==> src/rtl/alu_seq_pkg.sv <==
// Shared constants for the ALU operation sequencer: states, flag indices,
// condition codes, shift/rotate FunSel range and instruction field positions.
package alu_seq_pkg;

  typedef logic [2:0] state_t;

  localparam logic [2:0] ST_IDLE = 3'd0;
  localparam logic [2:0] ST_SRC  = 3'd1;
  localparam logic [2:0] ST_EXEC = 3'd2;
  localparam logic [2:0] ST_EVAL = 3'd3;
  localparam logic [2:0] ST_DONE = 3'd4;

  localparam int FLAG_Z = 3;
  localparam int FLAG_C = 2;
  localparam int FLAG_N = 1;
  localparam int FLAG_O = 0;

  localparam logic [2:0] COND_AL = 3'b000;
  localparam logic [2:0] COND_Z  = 3'b001;
  localparam logic [2:0] COND_NZ = 3'b010;
  localparam logic [2:0] COND_C  = 3'b011;
  localparam logic [2:0] COND_NC = 3'b100;
  localparam logic [2:0] COND_N  = 3'b101;
  localparam logic [2:0] COND_O  = 3'b110;
  localparam logic [2:0] COND_NV = 3'b111;

  localparam logic [3:0] FUN_SHIFT_LO = 4'b1011;
  localparam logic [3:0] FUN_ROT_LO   = 4'b1110;

  localparam int IR_CLASS   = 15;
  localparam int IR_FUN_HI  = 14;
  localparam int IR_FUN_LO  = 10;
  localparam int IR_S       = 9;
  localparam int IR_DST_HI  = 8;
  localparam int IR_DST_LO  = 6;
  localparam int IR_SRCA_HI = 5;
  localparam int IR_SRCA_LO = 3;
  localparam int IR_SRCB_HI = 2;
  localparam int IR_SRCB_LO = 0;
  localparam int IR_RSV_HI  = 14;
  localparam int IR_RSV_LO  = 13;
  localparam int IR_COND_HI = 12;
  localparam int IR_COND_LO = 10;
  localparam int IR_OFF_HI  = 9;

  function automatic logic is_shift(input logic [4:0] fun);
    return fun[3:0] >= FUN_SHIFT_LO;
  endfunction

  function automatic logic is_rotate(input logic [4:0] fun);
    return fun[3:0] >= FUN_ROT_LO;
  endfunction

endpackage

==> src/rtl/alu_cond_eval.sv <==
// Combinational branch-condition evaluation against the ALU flag vector.
import alu_seq_pkg::*;

module alu_cond_eval (
  input  logic [2:0] cond,
  input  logic [3:0] flags,
  output logic       taken
);

  always_comb begin
    taken = 1'b0;
    case (cond)
      COND_AL: taken = 1'b1;
      COND_Z:  taken = flags[FLAG_Z];
      COND_NZ: taken = !flags[FLAG_Z];
      COND_C:  taken = flags[FLAG_C];
      COND_NC: taken = !flags[FLAG_C];
      COND_N:  taken = flags[FLAG_N];
      COND_O:  taken = flags[FLAG_O];
      COND_NV: taken = 1'b0;
      default: taken = 1'b0;
    endcase
  end

endmodule

==> src/rtl/alu_op_sequencer.sv <==
// Multi-cycle sequencer driving ALU/register-file controls from 16-bit
// instructions; every output is registered from next-state values.
import alu_seq_pkg::*;

module alu_op_sequencer #(
  parameter int MAX_REPEAT = 8
) (
  input  logic        Clock,
  input  logic        Reset,
  input  logic        InstrValid,
  input  logic [15:0] Instr,
  output logic        InstrReady,
  input  logic [3:0]  FlagsIn,
  output logic [4:0]  FunSel,
  output logic        WF,
  output logic [2:0]  SrcASel,
  output logic [2:0]  SrcBSel,
  output logic [2:0]  DstSel,
  output logic        RegWE,
  output logic        PCLoad,
  output logic [15:0] PCOffset,
  output logic        Done,
  output logic        IllegalOp
);

  localparam logic [2:0] MAX_LAST = 3'(MAX_REPEAT - 1);

  state_t      state_reg, state_next;
  logic [15:0] ir_reg, ir_next;
  logic [2:0]  iter_reg, iter_next;
  logic [2:0]  last_iter;
  logic        accept, taken, reserved;
  logic [4:0]  fun_next;

  logic        ready_next, wf_next, regwe_next, pcload_next, done_next, illegal_next;
  logic [4:0]  funsel_next;
  logic [2:0]  srca_next, srcb_next, dst_next;
  logic [15:0] pcoffset_next;

  alu_cond_eval u_cond (
    .cond  (ir_reg[IR_COND_HI:IR_COND_LO]),
    .flags (FlagsIn),
    .taken (taken)
  );

  assign accept    = InstrValid && InstrReady;
  assign reserved  = ir_reg[IR_RSV_HI:IR_RSV_LO] != 2'b00;
  assign last_iter = (ir_reg[IR_SRCB_HI:IR_SRCB_LO] > MAX_LAST) ? MAX_LAST
                                                                : ir_reg[IR_SRCB_HI:IR_SRCB_LO];

  always_comb begin
    ir_next    = accept ? Instr : ir_reg;
    state_next = state_reg;
    iter_next  = iter_reg;
    case (state_reg)
      ST_IDLE, ST_DONE: begin
        if (accept) state_next = Instr[IR_CLASS] ? ST_EVAL : ST_SRC;
        else        state_next = ST_IDLE;
      end
      ST_SRC: begin
        state_next = ST_EXEC;
        iter_next  = 3'd0;
      end
      ST_EXEC: begin
        // Shift-class ops loop in EXEC, one single-bit step per cycle.
        if (is_shift(ir_reg[IR_FUN_HI:IR_FUN_LO]) && iter_reg != last_iter)
          iter_next = iter_reg + 3'd1;
        else
          state_next = ST_DONE;
      end
      ST_EVAL: state_next = ST_DONE;
      default: state_next = ST_IDLE;
    endcase
  end

  always_comb begin
    fun_next      = ir_next[IR_FUN_HI:IR_FUN_LO];
    ready_next    = (state_next == ST_IDLE) || (state_next == ST_DONE);
    done_next     = state_next == ST_DONE;
    funsel_next   = 5'd0;
    wf_next       = 1'b0;
    regwe_next    = 1'b0;
    srca_next     = 3'd0;
    srcb_next     = 3'd0;
    dst_next      = 3'd0;
    if (state_next == ST_SRC || state_next == ST_EXEC) begin
      funsel_next = fun_next;
      srca_next   = ir_next[IR_SRCA_HI:IR_SRCA_LO];
      srcb_next   = is_shift(fun_next) ? 3'd0 : ir_next[IR_SRCB_HI:IR_SRCB_LO];
    end
    if (state_next == ST_EXEC) begin
      regwe_next = 1'b1;
      dst_next   = ir_next[IR_DST_HI:IR_DST_LO];
      // Rotates always write flags so the carry chains between iterations.
      wf_next    = ir_next[IR_S] || is_rotate(fun_next);
      if (iter_next != 3'd0) srca_next = ir_next[IR_DST_HI:IR_DST_LO];
    end
    pcload_next   = (state_reg == ST_EVAL) && !reserved && taken;
    illegal_next  = (state_reg == ST_EVAL) && reserved;
    pcoffset_next = (state_reg == ST_EVAL) ? {{6{ir_reg[IR_OFF_HI]}}, ir_reg[IR_OFF_HI:0]}
                                           : PCOffset;
  end

  always_ff @(posedge Clock or negedge Reset) begin
    if (!Reset) begin
      state_reg  <= ST_IDLE;
      ir_reg     <= 16'd0;
      iter_reg   <= 3'd0;
      InstrReady <= 1'b0;
      FunSel     <= 5'd0;
      WF         <= 1'b0;
      SrcASel    <= 3'd0;
      SrcBSel    <= 3'd0;
      DstSel     <= 3'd0;
      RegWE      <= 1'b0;
      PCLoad     <= 1'b0;
      PCOffset   <= 16'd0;
      Done       <= 1'b0;
      IllegalOp  <= 1'b0;
    end else begin
      state_reg  <= state_next;
      ir_reg     <= ir_next;
      iter_reg   <= iter_next;
      InstrReady <= ready_next;
      FunSel     <= funsel_next;
      WF         <= wf_next;
      SrcASel    <= srca_next;
      SrcBSel    <= srcb_next;
      DstSel     <= dst_next;
      RegWE      <= regwe_next;
      PCLoad     <= pcload_next;
      PCOffset   <= pcoffset_next;
      Done       <= done_next;
      IllegalOp  <= illegal_next;
    end
  end

endmodule

==> config.mk <==
export PLATFORM = sky130hd
export DESIGN_NAME = alu_op_sequencer
export DESIGN_NICKNAME = d
export VERILOG_FILES = /design/src/rtl/alu_seq_pkg.sv /design/src/rtl/alu_cond_eval.sv /design/src/rtl/alu_op_sequencer.sv
export SDC_FILE = /design/constraint.sdc
export NUM_CORES = 1
export LEC_CHECK = 0
export BUFFER_PORTS_ARGS = -buffer_cell sky130_fd_sc_hd__buf_2
export CORE_ASPECT_RATIO = 0.7
export CORE_MARGIN = 3
export CORE_UTILIZATION = 45
export DETAILED_ROUTE_END_ITERATION = 10
export PLACE_DENSITY = 0.71
export SLEW_MARGIN = 40
export SYNTH_ARGS = -nofsm -noshare
export SYNTH_HDL_FRONTEND = slang
export SYNTH_SLANG_ARGS = --single-unit
==> constraint.sdc <==
create_clock -name Clock -period 1.8 [get_ports Clock]
set_clock_uncertainty 0.05 [all_clocks]
set_input_delay 0.36 -clock Clock [delete_from_list [all_inputs] [get_ports Clock]]
set_output_delay 0.36 -clock Clock [all_outputs]
set_load 0.1 [all_outputs]
Word level (Yosys, flattened, before mapping)
Cells that the tools add are included.
{ "word_totals": {"register_bits": 51, "output_inout_bits": 36} }
{ "classes": {"n_addsub": 1, "order_cmp": 4, "eq_ne": 15, "n_mux": 18, "n_reduce_logical": 17} }
{ "ops": {"columns": ["operator", "count"], "rows": [
  ["3-bit 2-to-1 mux", 9],
  ["3-bit == test, second input constant", 6],
  ["3-bit by 2-bit == test with 1-bit output, second input constant", 5],
  ["15-bit 2-to-1 mux", 1],
  ["4-bit greater-or-equal comparator, second input constant", 3],
  ["3-bit case mux with 4 select lines", 1],
  ["3-bit by 1-bit == test with 1-bit output, second input constant", 3],
  ["3-bit zero test", 3],
  ["1-bit case mux with 8 select lines", 1],
  ["3-bit case mux with 2 select lines", 1],
  ["1-bit logical AND", 5],
  ["5-bit 2-to-1 mux", 1],
  ["2-bit 2-to-1 mux", 2],
  ["3-bit by 1-bit adder with 3-bit output, second input constant", 1],
  ["3-bit > comparator, second input constant", 1],
  ["1-bit zero test", 3],
  ["1-bit logical OR", 3],
  ["3-bit inequality test", 1],
  ["3-bit nonzero test", 1],
  ["1-bit 2-to-1 mux", 2],
  ["2-bit nonzero test", 1],
  ["2-bit OR reduction", 1]
]} }

Depth between registers and ports, before layout
Gate-level depths: netlist (run 1).
{ "logic_depth": {"depth_word": 11, "mapped_depth": 5, "depth_no_buf": 5} }

Hierarchy
From an unflattened synthesis (run 1), not the netlist that was laid out.
{ "unflattened": {"hier_cells": 171, "area_unflattened_um2": 2152.1} }
{ "by_module_without_submodules": {"columns": ["module", "instances", "cells_per_inst", "area_per_inst_um2", "seq_area_each_um2"], "rows": [
  ["alu_op_sequencer", 1, 164, 2100.8, 1276.2],
  ["alu_cond_eval", 1, 7, 51.3, 0.0]
]} }

Worst setup path after synthesis (run 1)
Ideal clock, no wire load.
{ "synth_path": {"path_kind": "register -> register", "start": "register InstrReady", "end": "register WF", "arrival_time_ns": 2.026, "required_time_ns": 1.631, "slack_ns": -0.396, "path_stages_with_launch": 6, "period_less_slack_ns": 2.196, "cell_sequence": "dfrtp_1 nand2_1 buf_2 mux2i_1 nor3_1 o21ba_2"} }
{ "synth_between": {"elab_chain_len": 5} }
{ "synth_rtl": {"columns": ["item", "line_no", "source"], "rows": [
  ["start: declaration", "alu_op_sequencer.sv:12", "output logic InstrReady,"],
  ["start signal: assignment", "alu_op_sequencer.sv:124", "InstrReady <= ready_next;"],
  ["1-bit logical AND (*)", "alu_op_sequencer.sv:46", "assign accept = InstrValid && InstrReady;"],
  ["15-bit 2-to-1 mux / 2-bit 2-to-1 mux (equally long branches)", "alu_op_sequencer.sv:52, alu_op_sequencer.sv:57", null],
  ["4-bit greater-or-equal comparator / 3-bit case mux with 4 select lines (equally long branches)", "alu_seq_pkg.sv:51, alu_op_sequencer.sv:55", null],
  ["1-bit logical OR / 3-bit by 2-bit == test with 1-bit output (equally long branches)", "alu_op_sequencer.sv:95, alu_op_sequencer.sv:91", null],
  ["1-bit 2-to-1 mux (*)", "alu_op_sequencer.sv:91", "if (state_next == ST_EXEC) begin"],
  ["via wf_next", "alu_op_sequencer.sv:35", "logic ready_next, wf_next, regwe_next, pcload_next, done_next, illegal_next;"],
  ["end signal: assignment", "alu_op_sequencer.sv:126", "WF <= wf_next;"],
  ["end: declaration", "alu_op_sequencer.sv:15", "output logic WF,"]
]} }
The timed path passes the listed nets; every way through them passes the cells marked *.
A chain may end at the register's enable or synchronous reset.

Worst setup path after layout (run 1)
{ "layout_path": {"start": "register InstrReady", "end": "register SrcBSel[2]"} }
{ "layout_between": {"elab_chain_len": 6} }
{ "layout_rtl": {"columns": ["item", "line_no", "source"], "rows": [
  ["1-bit logical AND (*)", "alu_op_sequencer.sv:46", null],
  ["branches (longest 4 deep; another with 4-bit greater-or-equal comparator)", null, null],
  ["3-bit 2-to-1 mux (*)", "alu_op_sequencer.sv:86", "if (state_next == ST_SRC || state_next == ST_EXEC) begin"],
  ["via srcb_next[2]", "alu_op_sequencer.sv:37", "logic [2:0] srca_next, srcb_next, dst_next;"],
  ["end signal: assignment", "alu_op_sequencer.sv:128", "SrcBSel <= srcb_next;"],
  ["end: declaration", "alu_op_sequencer.sv:17", "output logic [2:0] SrcBSel,"]
]} }
Mark *: on every way through the listed nets, which the timed path passes.

==> flow_summary_export.csv, run 1 <==
group,metric,value,unit
outcome,status,"finished clean",
clock_network,numCtsBuffers,5,
global_route,grt_max_degree,37,
global_route,grt_first_pass_wirelength,6.78,mm
setup_path,end_kind,"flop",
detailed_routing,drt_iter0_markers,74,
yosys,synth_cell_types,36,
yosys,synth-edff-count,0,
yosys,synthFlopType,"dfrtp_1",
sta,setup_violations,0,
yosys,synth_adder_area_share,0.00588,
yosys,synth_top_family_by_area,"multiplexers",
setup_path,path_max_fanout,7,
yosys,ys_ff_latch,51,
setup_path,crit_slowest_cell,"dfrtp_4",
yosys,synth_area_leaders,"dfrtp_1 60%, mux2_2 11%, mux2i_1 3.8%, nor2b_1 2.6%, buf_4 2.1%",
floorplanning,initial_core_util,0.478,
detailed_routing,drtAntennaViolNets,0,
sta,max_freq,596,MHz
setup_path,path_delay_family,"flip-flops",
setup_path,criticalPathCategory,"flop to flop",
finish,antenna_cells,0,
floorplanning,core-area,4450,um2
yosys,synthXorXnorAreaFrac,0.0123,
clock_network,cts.reportedPaths.clkPinSlew,90,ps
setup_path,arrival,1850,ps
placed_design,routabilityCongestion,0.837,
sta,slew_headroom,0.673,
clock_network,root_buffer,"clkbuf_8",
detailed_routing,routed_wl,4.16,mm
finish,largest_reg_flops,15,
placed_design,portBuffers,58,
setup_path,cp-start-kind,"flop",
finish,stdcell_area,2660,um2
setup_path,crit_required,1970,ps
setup_path,slowest_delay,520,ps
sta,worst_slack,123,ps
yosys,synth_cells,165,
yosys,synthMuxAreaShare,0.154,
yosys,ys_async_sr_fraction,1.00,
floorplanning,io_pins,59,
sta,tns,0,ps
global_route,grt_pass1_vias,1408,
yosys,synth_top_area_cell,"dfrtp_1",
setup_path,crit_path_cell_trace,"nand2_1 -> buf_4 -> mux2i_1 -> a21oi_1 -> nor3b_1",
sta,hold_viol_final,0,
yosys,synth_top_area_share,0.600,
detailed_routing,viasPerCell,4.96,
placed_design,placed_cells,283,
clock_network,postCtsSetupBuffers,0,
yosys,avgSynthCellArea,12.9,um2
clock_network,cts_sinks,51,
finish,nets,260,
placed_design,placed_area,2550,um2
global_route,antenna_found_initial,0,
detailed_routing,drc_errors,0,
yosys,syn_nets,189,
clock_network,tritoncts,"yes",
floorplanning,dieWidth,88.2,um
floorplanning,die_y,63.5,um
global_route,grt_use_total,0.159,
yosys,seq_area_frac_synth,0.600,
yosys,ys_top_cells_by_count,"51 x dfrtp_1, 20 x mux2_2, 11 x inv_1",
yosys,synth_warnings,0,
sta,min_period,1680,ps
yosys,post-synth-top-count-cell,"dfrtp_1",
detailed_routing,first_pass_iters,4,
clock_network,clockBufferDepth,2,
placed_design,dpl.hpwl,3.15,mm
sta,grt_setup_unrepaired,"false",
global_route,grt-ovfl-total,0,
detailed_routing,wire_per_inst,14.2,um
worst_hold_path,worstHoldPathType,"input pin to flop",
clock_network,htree_levels,2,
yosys,synth_compound_area_frac,0.0735,
detailed_routing,num_vias,1448,
sta,post-route-period-util,0.931,
finish,drive_above_1_share,0.456,
sta,maxSlewViolCount,0,
clock_network,clk_latency,300,ps
finish,instances_no_fill,292,
yosys,synthSimpleGateAreaFrac,0.110,
run,drv_cap,0,
sta,tightest_slew,494,ps
placed_design,pre_cts_ws,138,ps
finish,syn_to_final_growth,24.9,%
yosys,syn_area,2130,um2
floorplanning,fp-row-count,20,
floorplanning,dieArea,5600,um2
setup_path,critPathBufInv,1,
[cells by family after synthesis]
logic type	count (synthesis)
flops	51
simple gates	42
mux	30
compound gates	19
buf+inv	19
xor+xnor	3
fa+ha+maj	1
[what timing repair did]
action	CTS	global route
gates resized for setup	0	0
endpoints found under the hold margin	15	0
hold buffers	1	0
[final timing paths]
path | start | to | slack, ps | cells after the start
setup / recovery | InstrReady | SrcBSel[2] | 120 | 5
hold / removal | Instr[15] | state_reg[1] | 240 | 3
setup reg to reg | InstrReady | SrcBSel[2] | 120 | 5
hold reg to reg | PCOffset[7] | PCOffset[7] | 460 | 1
max in group asynchronous | Reset | InstrReady | 730 | 3
min in group asynchronous | Reset | PCOffset[4] | 450 | 2
[worst reg2reg max path: cells and delay by family (launching register included)]
family	cells	cell delay [ps]
buffers and inverters	1	160
AND/OR/NAND/NOR	2	300
AO/OA/AOI/OAI	1	190
flip-flops	1	520
multiplexers	1	370
[layout by cell type (no fill, tap or decap), drive strengths merged, types with 5 or more instances in the layout]
cell type,count
clkbuf,6
nand2,5
inv,11
buf,71
nor3,5
mux2i,8
nor2,10
mux2,22
dfrtp,51
nor2b,9
[area by class of cell]
class / count / area (um2)
Clock buffer: 6 / 82.6
Clock inverter: 2 / 16.3
Fill cell: 366 / 1800
Inverter: 11 / 41.3
Multi-Input combinational cell: 95 / 757
Sequential cell: 51 / 1280
Tap cell: 55 / 68.8
Timing Repair Buffer: 72 / 410
[metal layers]
metal | vias to the layer above | track usage | part of all wire
met2 | 40 | 0.227 | 0.44
li1 | 703 | - | -
met4 | 0 | 0.0434 | 0.0041
met3 | 2 | 0.0575 | 0.065
met5 | - | 0 | 0
met1 | 703 | 0.227 | 0.50
[through the flow]
stage | hold WS [ps] | util
detailed placement | 249 | 0.572
floorplan | 14.4 | -
global route | 233 | 0.597
global placement | 257 | 0.572
CTS | 233 | 0.597
finish | 237 | 0.597
Power of run 1 is not shown: default switching activity piles up to over one toggle a cycle in this logic, so the estimate is an artifact.
==> inputs of run 2 (changes only) <==
--- a/config.mk
+++ b/config.mk
@@ -11,6 +11,7 @@
 export CORE_UTILIZATION = 45
 export DETAILED_ROUTE_END_ITERATION = 10
 export PLACE_DENSITY = 0.71
+export REMOVE_ABC_BUFFERS = 1
 export SLEW_MARGIN = 40
 export SYNTH_ARGS = -nofsm -noshare
 export SYNTH_HDL_FRONTEND = slang
==> run 2 against run 1 <==
  * Global-route usage increased by 0.91 points
  * Worst hold slack better by 14 ps
  * Core utilization decreased by 0.31 points
  * Cell count decreased by 1.0%
  * Critical path depth is the same
  * Die area unchanged
  * Via count up 0.90%
  * Routed wire length is 2.4% higher
==> flow_summary_export.csv, run 2 (synthesis gave the netlist of run 1 again) <==
group,metric,value,unit
sta,post-route-period-util,0.959,
clock_network,clockBufferDepth,2,
setup_path,reg2reg_setup_slack,70,ps
setup_path,rr_startpoint,"iter_reg[2]",
sta,tightest_slew,532,ps
clock_network,clk_latency,300,ps
finish,syn_to_final_growth,24.2,%
worst_hold_path,worstHoldPathType,"input pin to flop",
outcome,status,"finished clean",
sta,worst_slack,74.5,ps
clock_network,numCtsBuffers,5,
sta,max_freq,580,MHz
sta,worst_hold_slack,251,ps
setup_path,reg2reg_to,"iter_reg[2]",
sta,slew_headroom,0.645,
floorplanning,fp-row-count,20,
global_route,grt_pass1_vias,1413,
detailed_routing,wl_met1,2.07,mm
finish,final_cell_mix,"58 x buf_2, 50 x dfrtp_1, 20 x mux2_2, 11 x inv_1",
clock_network,cts_sinks,51,
detailed_routing,num_vias,1461,
clock_network,tritoncts,"yes",
global_route,grt_max_degree,31,
floorplanning,dieWidth,88.2,um
sta,grt_setup_unrepaired,"false",
detailed_routing,drtAntennaViolNets,0,
setup_path,crit_slowest_cell,"dfrtp_1",
clock_network,postCtsSetupBuffers,0,
setup_path,criticalPathCategory,"flop to flop",
global_route,grt_first_pass_wirelength,7.10,mm
worst_hold_path,whs_path_depth,3,
clock_network,htree_levels,2,
detailed_routing,wl_met2,1.85,mm
detailed_routing,wire_per_inst,14.7,um
placed_design,placed_cells,280,
sta,min_period,1730,ps
run,drv_cap,0,
finish,final_common_cell,"buf_2",
placed_design,pre_cts_ws,102,ps
sta,setup_violations,0,
finish,drive_above_1_share,0.444,
global_route,grt_use_total,0.168,
worst_hold_path,hold_end,"ir_reg[1]",
sta,maxSlewViolCount,0,
detailed_routing,dr_wl_met3,273,um
worst_hold_path,min-delay-start,"Instr[1]",
finish,instances_no_fill,289,
global_route,grt-ovfl-total,0,
floorplanning,die_y,63.5,um
detailed_routing,drc_errors,0,
floorplanning,dieArea,5600,um2
floorplanning,initial_core_util,0.478,
setup_path,arrival,1860,ps
finish,utilization,0.594,
setup_path,path_max_fanout,7,
finish,nets,257,
sta,hold_viol_final,0,
setup_path,crit_path_cell_trace,"xnor2_1 -> a311oi_4 -> buf_4 -> nand3_1 -> mux2_1",
setup_path,r2r_cells,5,
detailed_routing,viasPerCell,5.06,
setup_path,slowest_delay,440,ps
setup_path,end_kind,"flop",
setup_path,crit_required,1940,ps
detailed_routing,highest_layer,"met4",
floorplanning,io_pins,59,
placed_design,portBuffers,58,
finish,antenna_cells,0,
detailed_routing,first_pass_iters,4,
setup_path,cp-start-kind,"flop",
placed_design,dpl.hpwl,3.20,mm
placed_design,routabilityCongestion,0.814,
finish,largest_reg_flops,15,
clock_network,cts.reportedPaths.clkPinSlew,90,ps
clock_network,root_buffer,"clkbuf_8",
floorplanning,core-area,4450,um2
detailed_routing,routed_wl,4.25,mm
detailed_routing,drt_iter0_markers,93,
global_route,antenna_found_initial,0,
==> run 2: worst max-delay path by stage <==
| stage | from | to | depth (start not counted) |
|---|---|---|---|
| 3_5_place_dp | iter_reg[2] | iter_reg[2] | 5 |
| 3_3_place_gp | iter_reg[2] | iter_reg[2] | 5 |
| 2_1_floorplan | PCOffset[9] | PCOffset[9] | 1 |
| 4_1_cts | iter_reg[2] | iter_reg[2] | 5 |
| 5_1_grt | iter_reg[0] | SrcASel[2] | 6 |
| 6_report | iter_reg[2] | iter_reg[2] | 5 |
==> run 2: critical path, delay by kind of cell (launching register included) <==
family	cells	cell delay [ps]
simple gates	1	110
mux	1	330
xor+xnor	1	180
buf+inv	1	210
compound gates	1	290
flops	1	440
==> run 2: area by class of cell <==
| class | count | area (um2) |
|---|---|---|
| clock buffers | 7 | 96.3 |
| clock inverters | 1 | 7.51 |
| fillers | 375 | 1810 |
| inverters | 11 | 41.3 |
| multi-input cells | 95 | 764 |
| flip-flops and latches | 51 | 1280 |
| well taps | 55 | 68.8 |
| repair buffers | 69 | 388 |
==> run 2: metrics by stage <==
stage               area, um2  setup TNS [ps]
global placement         2520               0
finish                   2640               0
CTS                      2640               0
detailed placement       2520               0
global route             2640               0
floorplan                2070          -35230
==> run 2: timing repair <==
| action | CTS | global route |
|---|---|---|
| gates resized for setup | 0 | 2 |
| hold buffers | 1 | 0 |
| endpoints found under the hold margin | 21 | 0 |
| endpoints found under the setup margin | 0 | 2 |
==> run 2: layer usage <==
metal  global-route usage  up-vias
met5                    0        -
met4               0.0585        0
li1                     -      695
met1                0.257      703
met2                0.232       57
met3               0.0379        6
Power of run 2 is left out for the same reason.
==> inputs of run 3 (changes only) <==
--- a/config.mk
+++ b/config.mk
@@ -6,7 +6,7 @@
 export NUM_CORES = 1
 export LEC_CHECK = 0
 export BUFFER_PORTS_ARGS = -buffer_cell sky130_fd_sc_hd__buf_2
-export CORE_ASPECT_RATIO = 0.7
+export CORE_ASPECT_RATIO = 1.25
 export CORE_MARGIN = 3
 export CORE_UTILIZATION = 45
 export DETAILED_ROUTE_END_ITERATION = 10
==> constraint.sdc (replaced) <==
create_clock -name Clock -period 1.7 [get_ports Clock]
set_clock_uncertainty 0.05 [all_clocks]
set_input_delay 0.34 -clock Clock [delete_from_list [all_inputs] [get_ports Clock]]
set_output_delay 0.34 -clock Clock [all_outputs]
set_load 0.1 [all_outputs]
==> run 3 against run 2 <==
  * Die area fell by 0.14%
  * Worst setup slack got worse by 45 ps
  * Global-route usage rose by 0.36 points
  * Sequential share of layout area fell by 1.8 points
  * First-iteration DRC count fell by 35%
  * Register-to-register slack got worse by 50 ps
  * Fmax rose by 3.3%
  * Final area rose by 3.7%
  * Highest routed layer unchanged
==> flow_summary_export.csv, run 3 (synthesis gave the netlist of run 1 again) <==
group,metric,value,unit
sta,post-route-period-util,0.983,
placed_design,dpl.hpwl,3.21,mm
sta,hold_viol_final,0,
clock_network,root_buffer,"clkbuf_8",
outcome,status,"finished clean",
sta,tightest_slew,494,ps
finish,stdcell_area,2740,um2
setup_path,cp-start-kind,"flop",
setup_path,arrival,1810,ps
floorplanning,core-area,4490,um2
setup_path,crit_start,"ir_reg[0]",
clock_network,cts_sinks,51,
global_route,grt-ovfl-total,0,
clock_network,numCtsBuffers,5,
floorplanning,initial_core_util,0.474,
worst_hold_path,whs_path_depth,3,
worst_hold_path,worstHoldPathType,"input pin to flop",
detailed_routing,num_vias,1479,
sta,worst_slack,29.3,ps
finish,final_cell_mix,"58 x buf_2, 51 x dfrtp_1, 20 x mux2_2, 17 x buf_4, 11 x inv_1",
placed_design,placed_area,2600,um2
clock_network,clk_latency,310,ps
run,drv_cap,0,
finish,antenna_cells,0,
floorplanning,dieArea,5600,um2
setup_path,crit_required,1840,ps
worst_hold_path,min-delay-start,"Instr[15]",
finish,fillers,377,
finish,drive_above_1_share,0.469,
detailed_routing,wire_per_inst,14.3,um
global_route,grt_max_degree,52,
placed_design,placed_cells,291,
floorplanning,dieWidth,67.5,um
setup_path,path_max_fanout,5,
clock_network,tritoncts,"yes",
clock_network,cts.reportedPaths.clkPinSlew,100,ps
detailed_routing,first_pass_iters,4,
sta,grt_setup_unrepaired,"true",
detailed_routing,drt_iter0_markers,60,
setup_path,r2r_cells,4,
placed_design,routabilityCongestion,0.771,
placed_design,pre_cts_ws,53.0,ps
finish,syn_to_final_growth,28.8,%
global_route,grt_pass1_vias,1542,
sta,max_freq,599,MHz
detailed_routing,drc_errors,0,
detailed_routing,viasPerCell,4.91,
sta,min_period,1670,ps
sta,worst_hold_slack,212,ps
finish,instances_no_fill,301,
floorplanning,fp-row-count,27,
global_route,antenna_found_initial,0,
clock_network,htree_levels,2,
setup_path,criticalPathCategory,"flop to flop",
placed_design,portBuffers,58,
finish,nets,266,
floorplanning,io_pins,59,
setup_path,rr_startpoint,"ir_reg[0]",
sta,setup_violations,0,
global_route,grt_use_total,0.171,
global_route,grt_first_pass_wirelength,7.22,mm
finish,largest_reg_flops,15,
floorplanning,die_y,82.9,um
finish,final_common_cell,"buf_2",
sta,maxSlewViolCount,0,
clock_network,clockBufferDepth,2,
setup_path,end_kind,"flop",
detailed_routing,routed_wl,4.30,mm
sta,slew_headroom,0.673,
detailed_routing,drtAntennaViolNets,0,
-- run 3: final cells by class --
type	instances	area, um2	area share
tap	58	72.6	0.0265
timing repair buffer	78	468	0.171
multi-input combinational	95	771	0.281
inverter	11	41.3	0.0151
sequential	51	1280	0.466
clock buffer	5	68.8	0.0251
clock inverter	3	43.8	0.0160
-- run 3: stage by stage --
stage	util	setup TNS [ps]
4_1_cts	0.605	0
6_report	0.610	0
3_5_place_dp	0.578	0
5_1_grt	0.610	-271
2_1_floorplan	-	-38990
3_3_place_gp	0.578	0
-- run 3: final timing paths --
kind	endpoint	slack (ps)
worst max-delay path	iter_reg[2]	30
worst min-delay path	state_reg[1]	210
worst max register to register	iter_reg[2]	30
worst min register to register	PCOffset[3]	450
max in group asynchronous	SrcBSel[2]	870
min in group asynchronous	PCOffset[4]	490
-- run 3: routing by layer --
metal,global-route usage,vias up,part of all wire
met1,0.213,717,0.42
met2,0.285,35,0.51
met5,0,-,0
li1,-,719,-
met3,0.0379,8,0.052
met4,0.0609,0,0.015
-- run 3: worst max-delay path, stage by stage (launching register included) --
cell	delay [ps]
dfrtp_1	420
xnor2_1	170
a311oi_4	470
nand3_2	120
mux2_1	320
-- run 3: repair_timing --
item / 4_1_cts / 5_1_grt
hold endpoints to repair: 51 / 0
gates resized for setup: 0 / 3
endpoints found under the setup margin: 0 / 11
hold buffers: 1 / 0
setup buffers: 0 / 1
Power of run 3 is left out for the same reason.
